### src/rtl/game_cmd_input.sv
`default_nettype none
// ============================================================================
// Module      : game_cmd_input
// Description : Synchronises, debounces and edge-detects game buttons and the
//               collision flag, then arbitrates them into one-cycle commands.
// Revision    : 1.0 - initial release
// ============================================================================
module game_cmd_input #(
    parameter int DB_TICKS = 4,
    parameter int CNT_W    = 3
) (
    input  logic       clk,
    input  logic       reset,
    input  logic       sample_tick,
    input  logic       btn_start,
    input  logic       btn_pause,
    input  logic       btn_resume,
    input  logic       hit,
    output logic       start,
    output logic       pause,
    output logic       resume,
    output logic       die,
    output logic [3:0] pending
);

    localparam logic [CNT_W-1:0] c_cnt_last = CNT_W'(DB_TICKS - 1);
    localparam logic [CNT_W-1:0] c_cnt_one  = CNT_W'(1);

    // Bit order everywhere below matches pending: {die/hit, start, pause, resume}
    logic [3:0] w_raw;
    logic [3:0] r_sync1;
    logic [3:0] r_sync2;
    logic [3:0] w_lvl;
    logic [3:0] r_lvl_d;
    logic [3:0] w_rise;
    logic [3:0] w_grant;
    logic [3:0] w_clear;
    logic [3:0] r_pending;
    logic [3:0] r_out;

    assign w_raw = {hit, btn_start, btn_pause, btn_resume};

    always_ff @(posedge clk) begin
        if (reset) begin
            r_sync1 <= '0;
            r_sync2 <= '0;
        end else begin
            r_sync1 <= w_raw;
            r_sync2 <= r_sync1;
        end
    end

    assign w_lvl[3] = r_sync2[3];

    generate
        for (genvar i = 0; i < 3; i++) begin : g_btn
            logic             r_lvl;
            logic [CNT_W-1:0] r_cnt;

            always_ff @(posedge clk) begin
                if (reset) begin
                    r_lvl <= 1'b0;
                    r_cnt <= '0;
                end else if (sample_tick) begin
                    if (r_sync2[i] != r_lvl) begin
                        if (r_cnt == c_cnt_last) begin
                            r_lvl <= ~r_lvl;
                            r_cnt <= '0;
                        end else begin
                            r_cnt <= r_cnt + c_cnt_one;
                        end
                    end else begin
                        r_cnt <= '0;
                    end
                end
            end

            assign w_lvl[i] = r_lvl;
        end
    endgenerate

    assign w_rise = w_lvl & ~r_lvl_d;

    always_comb begin
        w_grant = '0;
        if (r_pending[3])      w_grant[3] = 1'b1;
        else if (r_pending[2]) w_grant[2] = 1'b1;
        else if (r_pending[1]) w_grant[1] = 1'b1;
        else if (r_pending[0]) w_grant[0] = 1'b1;
    end

    // A die grant also flushes pause/resume; start survives to restart the game
    assign w_clear = w_grant | (w_grant[3] ? 4'b0011 : 4'b0000);

    always_ff @(posedge clk) begin
        if (reset) begin
            r_lvl_d   <= '0;
            r_pending <= '0;
            r_out     <= '0;
        end else begin
            r_lvl_d   <= w_lvl;
            r_pending <= (r_pending & ~w_clear) | w_rise;
            r_out     <= w_grant;
        end
    end

    assign {die, start, pause, resume} = r_out;
    assign pending = r_pending;

endmodule
`default_nettype wire

### config.mk
export PLATFORM = sky130hd
export DESIGN_NAME = game_cmd_input
export DESIGN_NICKNAME = d
export VERILOG_FILES = /design/src/rtl/game_cmd_input.sv
export SDC_FILE = /design/constraint.sdc
export NUM_CORES = 1
export LEC_CHECK = 0
export BUFFER_PORTS_ARGS = -buffer_cell sky130_fd_sc_hd__buf_4
export CORE_MARGIN = 2
export CORE_UTILIZATION = 54
export CTS_CLUSTER_SIZE = 12
export DETAILED_ROUTE_END_ITERATION = 10
export GPL_TIMING_DRIVEN = 0
export PLACE_DENSITY = 0.8
export SKIP_LAST_GASP = 1
export SLEW_MARGIN = 20
export SYNTH_ARGS = -nofsm -noshare
export SYNTH_HDL_FRONTEND = slang
export SYNTH_SLANG_ARGS = --single-unit
### constraint.sdc
create_clock -name clk -period 2.25 [get_ports clk]
set_input_delay 0.225 -clock clk [delete_from_list [all_inputs] [get_ports clk]]
set_output_delay 0.225 -clock clk [all_outputs]
set_load 0.05 [all_outputs]
After elaboration in Yosys (flattened, before gate mapping)
Index checks and enable logic that the tools add are counted.

Bitwise logic cells: 9. Reductions and logical operators: 3. $add $sub $neg: 3. Multiplexer cells: 14. Equal/unequal tests: 6.

Operators by type and width (number): two-way mux 3 bit (7); adder 3 x 1 -> 3 bit, second input constant (3); equality test 3 x 2 -> 1 bit, second input constant (3); AND reduction 3 bit (3); AND 4 bit (2); NOT 4 bit (2); two-way mux 1 bit (5); two-way mux 2 bit (2); OR 4 x 2 -> 4 bit (1); OR 4 bit (1); != test 1 bit (3); NOT 1 bit (3).

Bits of input ports: 7. Word-level logic and storage cells: 46. Output and inout bits: 8. Register bits: 32.

Depth between registers and ports, before layout
Gate-level depths: netlist of the first run.

Depth after elaboration: 8. Gate-level depth with buffers: 4. Mapped depth without buffers: 4.

Least setup slack after synthesis of the first run
OpenSTA, ideal clock, no wires.

Path type: register to register. From: register r_pending[0] (netlist: pending[0]). To: register r_out[0]. Clock period less this slack: 1.083 ns. Setup slack: 1.167 ns. Library setup time: 0.097 ns. Cell stages (with the launch flop): 3. Arrival: 0.986 ns. Data required time: 2.153 ns. Buffers on the path: 0. Cells stage by stage: dfxtp_1 > nor2b_1 > nor4b_1.

Longest elaborated chain between the ends: 4.

Ends and longest elaborated chain: start, declared (line 38) `logic [3:0] r_pending;`; start signal, assigned (line 102) `r_pending <= (r_pending & ~w_clear) | w_rise;`; two-way mux 1 bit (line 89) `else if (r_pending[0]) w_grant[0] = 1'b1;`; two-way mux 1 bit (line 88) `else if (r_pending[1]) w_grant[1] = 1'b1;`; two-way mux 2 bit (line 87) `else if (r_pending[2]) w_grant[2] = 1'b1;`; two-way mux 3 bit (line 86) `if (r_pending[3]) w_grant[3] = 1'b1;`; end signal, assigned (line 103) `r_out <= w_grant;`; end, declared (line 39) `logic [3:0] r_out;`.

No other way between the ends. A chain may end at the register's enable or synchronous reset.

Final worst setup path of the first run
From: register r_pending[3] (netlist: pending[3]). To: output port pending[3].

RTL lines: end, declared (line 23) `output logic [3:0] pending`.

No word-level cell between the ends.

==> results of run 1 <==
==> final timing paths <==
path	start	to	slack, ns	depth (start not counted)
max reg2reg	g_btn[1].r_cnt[0]	g_btn[1].r_cnt[0]	1.11	4
min reg2reg	r_lvl_d[3]	pending[3]	0.39	1
max	pending[3]	pending[3]	0.98	2
min	btn_pause	r_sync1[1]	0.10	2
==> per-stage QoR <==
stage | worst slack (ns) | instances | hold WS (ns) | power [mW] | area (sq um)
after CTS | 0.947 | 145 | 0.0790 | 0.976 | 1320
after global placement | 1.16 | 137 | 0.371 | 0.632 | 1260
after detailed placement | 1.12 | 137 | 0.374 | 0.634 | 1260
after global routing | 0.912 | 145 | 0.0721 | 1.00 | 1320
after floorplan | 1.17 | 96 | 0.304 | 0.616 | 1120
final | 0.977 | 145 | 0.100 | 0.954 | 1320
==> report_power, final <==
group / leakage, nW / total, mW / internal (mW) / switching, mW
sequential: 0.260 / 0.579 / 0.575 / 0.00390
combinational: 0.288 / 0.0412 / 0.0201 / 0.0212
clock: 0.0380 / 0.334 / 0.148 / 0.185
==> state kept, by name, indices dropped and copies added, names as in the netlist <==
register / cells
r_out: 4
g_btn.r_lvl: 3
pending: 4
r_sync1: 4
r_sync2: 4
r_lvl_d: 4
g_btn.r_cnt: 9
==> cells by family (layout without fill, tap and decap cells) <==
kind of cell	count (synthesis)	after routing	synth area share, %
AOI/OAI and AO/OA	10	10	5.80
and+or+nand+nor	38	38	23.9
buffers and inverters	4	26	1.78
muxes	6	6	5.69
xor gates and xnor gates	3	3	2.34
DFF	32	32	57.1
adders and majority gates	3	3	3.35
==> metal layers <==
metal  GRT usage (%)  vias up  wire, um
met4            12.5        0        65
met3            10.0        6       105
met1            17.6      336       749
met5               0        -         0
met2            28.4       15       815
li1                -      369         -
==> final cells by class <==
type                       count  area, sq um
buffer                         3         16.3
clock buffer                   6         51.3
clock inverter                 2         10.0
fill                         164          641
inverter                       1         3.75
multi-input combinational     60          460
sequential                    32          641
tap                           27         33.8
timing repair buffer          14          105
==> critical path, delay by kind of cell, from the launching register on <==
family | cells | cell delay, ns
buffers and inverters | 2 | 0.31
flip-flops | 1 | 0.41
==> cells in the final DEF, fill, tap and decap left out <==
| master | n |
|---|---|
| ha_1 | 3 |
| a22o_1 | 4 |
| mux2_2 | 3 |
| o21ai_0 | 4 |
| clkbuf_4 | 5 |
| nor3b_1 | 1 |
| nor2b_1 | 16 |
| inv_1 | 1 |
| buf_2 | 1 |
| nand3b_1 | 4 |
| a21oi_1 | 2 |
| clkinv_2 | 2 |
| xnor2_1 | 3 |
| nand2b_4 | 1 |
| and3b_1 | 3 |
| nor2_1 | 4 |
| nor3_2 | 3 |
| and2b_1 | 2 |
| nor4b_1 | 2 |
| clkbuf_1 | 1 |
| dfxtp_1 | 32 |
| nand2b_1 | 2 |
| clkbuf_8 | 1 |
| buf_4 | 15 |
| mux2i_1 | 3 |
==> summary.txt, run 1 <==
Clock tree
  • Cells resized by post-CTS repair: 0
  • Clk slew on worst S/H paths: 0.09 ns
  • Post-CTS Setup Bufs: 0
  • CTS root buffer: clkbuf_4
  • Clk buf depth: 2
  • Clk_lat worst skew: 0.33 ns
  • Number of CTS-inserted buffers: 5
  • Clk sinks: 32
  • CTS Hold Buffers Added: 0
  • CTS tree: done
  • H-tree depth: 2

Floorplan
  • Core box area: 1960 sq um
  • FP Rows: 16
  • Num ports: 15
  • Initial core utilization: 57.1%
  • Die Y-Extent: 49.6 um
  • Die width: 49.6 um
  • Full die area: 2460 sq um

Synthesis
  • Post-synth top cells: 32 x dfxtp_1, 16 x nor2b_1
  • Most used flip-flop cell after synthesis: dfxtp_1
  • Post-synth EDFFs: 0
  • Mapped Nets: 106
  • Synthesis Warnings: 0
  • Top cell type's share of synthesized area: 57.1%
  • Most common cell in the synthesized netlist: dfxtp_1
  • Mapped Area: 1120 sq um
  • Area contributors post-synth: dfxtp_1 57%, nor2b_1 8.9%, ha_1 3.3%, a22o_1 3.1%, mux2_2 3.0%
  • Synth cell types: 22
  • Asr flop ratio synth: 0%
  • Flops & latches, synth: 32
  • Synthesized instance count: 96
  • Area leader, netlist: dfxtp_1
  • Syn avg cell area: 11.7 sq um
  • Sequential share of the synthesized area: 57.1%

Global routing
  • First-pass GRT wire length: 3.09 mm
  • Pin count of the biggest net entering global routing: 11
  • Initial antenna violation count: 0
  • Vias in the first global route: 745
  • Total grt overflow: 0
  • Total global-route track usage: 17.9%

Route
  • First DRT Iteration DRCs: 16
  • DRC errors left: 0
  • Iteration count of the initial detailed-routing pass: 4
  • Vias/cell: 5.01
  • DRT Wirelength: 1.74 mm
  • Vias: 726
  • Detail Route Antenna Nets: 0
  • WL/cell: 12.0 um

Timing
  • Max Slew Vio Count: 0
  • Final setup vio count: 0
  • Fmax: 0.785 GHz
  • Worst Skew: 0.00239 ns
  • Min Tclk post-route: 1.27 ns
  • RSZ-0062 raised after global routing: no
  • Part of the cycle the worst path needs: 56.6%
  • Actual slew at the worst max-slew pin: 0.380 ns
  • Slew headroom: 74.7%
  • Fin. Hold Viols: 0
  • Final setup TNS: 0 ns

Setup path
  • Most numerous cell on the critical path: buf_4
  • Required time of the critical path: 2.03 ns
  • Setup CP Type: reg -> out
  • Setup crit end kind: output pin
  • Startpoint Class: register
  • Critical Path AT: 1.05 ns
  • Crit-path max cell delay: 0.41 ns
  • CP max stage cell: dfxtp_1
  • CP Cell Sequence: buf_4 -> buf_4
  • CP Max Fanout: 6

Cells and area
  • Utilization after layout: 67.3%
  • Final nets: 127
  • Fraction of layout instances using a drive strength above 1: 26.3%
  • Ant. Diodes: 0
  • Area added between synthesis and finish: 17.9%

Power and ir drop
  • VDD IR max: 0.648 mV
  • PwrDens: 722 nW/um^2
  • Pleak: 0.586 nW

Place
  • IO Port Bufs: 14
  • HPWL after DPL: 1.22 mm
  • Final RePlAce weighted congestion: 0.737

Run
  • Max cap viols: 0

Hold path
  • Worst hold path type: in -> reg

Run status
  • Status: complete, no violations
(Power assumes the default switching activity.)
==> inputs of run 2 (changes only) <==
Settings changed: ABC_AREA set to 1.
Clock period 2.25 ns to 1.2 ns, I/O delays scaled along.
==> run 2 against run 1 <==
Against the previous run: first-iteration DRC count is 69% higher; clock skew is 0.0047 ns higher; worst hold slack worse by 0.088 ns; synthesized cell count is 57% higher; critical path depth stayed put; sequential share of layout area is 4.2 points lower; largest power group unchanged.
==> summary.txt, run 2 <==
Run status
  • Status: complete, no violations

Route
  • Detail Route Antenna Nets: 0
  • Vias/cell: 4.75
  • WL/cell: 10.6 um
  • Vias: 955
  • Iteration count of the initial detailed-routing pass: 4
  • DRT Wirelength: 2.13 mm
  • DRC errors left: 0
  • First DRT Iteration DRCs: 27

Cells and area
  • Final nets: 182
  • Final instance area: 1450 sq um
  • Most common cell after layout, fill and taps aside: dfxtp_1
  • Max reg flops: 9
  • Commonest non-fill, non-tap cells in the layout: 31 x dfxtp_1, 28 x inv_1, 26 x nand2_1
  • Fraction of layout instances using a drive strength above 1: 24.3%
  • Filler cells: 195
  • Finished Layout Cells: 201
  • Ant. Diodes: 0
  • Largest reg by FF count: g_btn.r_cnt
  • Area added between synthesis and finish: 16.5%

Synthesis
  • Synth cell types: 21
  • Post-synth EDFFs: 0
  • Synthesis Warnings: 0
  • Most used flip-flop cell after synthesis: dfxtp_1
  • Mapped Nets: 161
  • Post-synth top cells: 32 x dfxtp_1, 28 x inv_1, 26 x nand2_1
  • Area leader, netlist: dfxtp_1
  • Asr flop ratio synth: 0%
  • Flops & latches, synth: 32
  • Sequential share of the synthesized area: 51.5%
  • Syn avg cell area: 8.24 sq um
  • Mapped Area: 1240 sq um
  • Area contributors post-synth: dfxtp_1 51%, inv_1 8.4%, nand2_1 7.8%, a21oi_1 5.6%, nor2_1 4.2%
  • Top cell type's share of synthesized area: 51.5%
  • Synthesized instance count: 151
  • Most common cell in the synthesized netlist: dfxtp_1

Power and ir drop
  • VDD IR max: 1.08 mV
  • Switch share: 23.0%
  • Pint: 1.40 mW
  • Sequential share of power: 59.8%
  • Sw power: 420 uW
  • Clock share of power: 34.3%
  • Pleak: 0.629 nW
  • Combinational share of power: 5.9%
  • PwrDens: 1260 nW/um^2

Floorplan
  • Core box area: 2190 sq um
  • Num ports: 15
  • FP Rows: 17
  • Initial core utilization: 56.8%
  • Die width: 52.0 um
  • Die Y-Extent: 52.0 um
  • Full die area: 2710 sq um

Setup path
  • Reg2reg start: g_btn[1].r_cnt[0]
  • Startpoint Class: register
  • Critical Path AT: 1.02 ns
  • Required time of the critical path: 1.08 ns
  • Setup CP Type: reg -> out
  • CP Max Fanout: 3
  • Setup crit end kind: output pin
  • Worst Setup SP: pending[3]

Place
  • Total placed cells including tap cells: 192
  • Post-place instance area: 1380 sq um
  • HPWL after DPL: 1.67 mm
  • Final RePlAce weighted congestion: 0.770
  • IO Port Bufs: 13

Timing
  • Actual slew at the worst max-slew pin: 0.178 ns
  • Fin. Hold Viols: 0
  • Worst Skew: 0.00705 ns
  • Final setup TNS: 0 ns
  • Max Slew Vio Count: 0
  • Final setup vio count: 0
  • Fmax: 0.880 GHz
  • Slew headroom: 88.1%
  • RSZ-0062 raised after global routing: no
  • Min Tclk post-route: 1.14 ns
  • Part of the cycle the worst path needs: 94.7%

Global routing
  • First-pass GRT wire length: 3.73 mm
  • Initial antenna violation count: 0
  • Pin count of the biggest net entering global routing: 11
  • Vias in the first global route: 933
  • Total grt overflow: 0
  • Total global-route track usage: 18.8%

Clock tree
  • Clk sinks: 32
  • Number of CTS-inserted buffers: 5
  • H-tree depth: 2
  • CTS tree: done
  • Clk slew on worst S/H paths: 0.10 ns
  • Clk buf depth: 2
  • CTS root buffer: clkbuf_4
  • Clk_lat worst skew: 0.31 ns

Run
  • Max cap viols: 0

Hold path
  • Hold Startpoint: btn_resume
  • Worst hold path type: in -> reg
-- run 2: final timing paths --
path,cells after the start,end,slack [ns]
setup / recovery,2,pending[3],0.06
hold / removal,3,r_sync1[0],0.01
hold reg to reg,1,pending[3],0.38
setup reg to reg,6,g_btn[1].r_lvl,0.14
-- run 2: power by group through the flow --
| stage | combinational, mW | clock [mW] | sequential, mW |
|---|---|---|---|
| floorplan | 0.0716 | 0 | 1.11 |
| global placement | 0.0992 | 0 | 1.11 |
| detailed placement | 0.104 | 0 | 1.11 |
| CTS | 0.107 | 0.640 | 1.09 |
| global route | 0.121 | 0.683 | 1.09 |
| finish | 0.107 | 0.626 | 1.09 |
-- run 2: area by class of cell --
cell class | instances | area (sq um) | share of cell area (%)
Buffer | 4 | 37.5 | 2.59
Clock buffer | 6 | 51.3 | 3.54
Clock inverter | 2 | 10.0 | 0.690
Inverter | 34 | 130 | 8.97
Multi-Input combinational cell | 81 | 437 | 30.1
Sequential cell | 32 | 642 | 44.3
Tap cell | 28 | 35.0 | 2.42
Timing Repair Buffer | 14 | 108 | 7.42
-- run 2: kinds of logic (layout without fill, tap and decap cells) --
kind of cell	after synthesis	in the layout	share of synthesized area (%)
adder cells (fa/ha/maj)	3	3	3.02
flip-flops	32	32	51.5
AND/OR/NAND/NOR	55	55	21.6
buffers and inverters	38	60	13.5
AO/OA/AOI/OAI	23	23	10.5
-- run 2: repair_timing --
item | CTS | global route
setup endpoints to repair | 1 | 0
hold endpoints to repair | 1 | 0
setup buffers | 0 | 0
resized for setup | 1 | 0
hold buffers | 1 | 0
-- run 2: worst max-delay path, stage by stage (launching register included) --
cell and delay (ns):
dfxtp_2 0.40, buf_4 0.12, buf_4 0.18
-- run 2: metal layers --
layer  GRT usage (%)  share of wire [%]  vias up
met4            6.14               0.56        0
met3            5.46                5.2        2
li1                -                  -      499
met2            34.4                 55       27
met5               0                  0        -
met1            20.5                 39      427
-- run 2: per-stage QoR --
step           worst slack (ns)  total power [mW]  hold WS (ns)  utilization [%]
3_3_place_gp              0.197              1.21         0.318             62.9
5_1_grt                  0.0119              1.90        0.0146             66.2
6_report                 0.0639              1.82        0.0116             66.2
3_5_place_dp              0.146              1.22         0.327             62.9
4_1_cts                  0.0497              1.84       0.00666             66.2
2_1_floorplan            0.0845              1.19         0.227                -
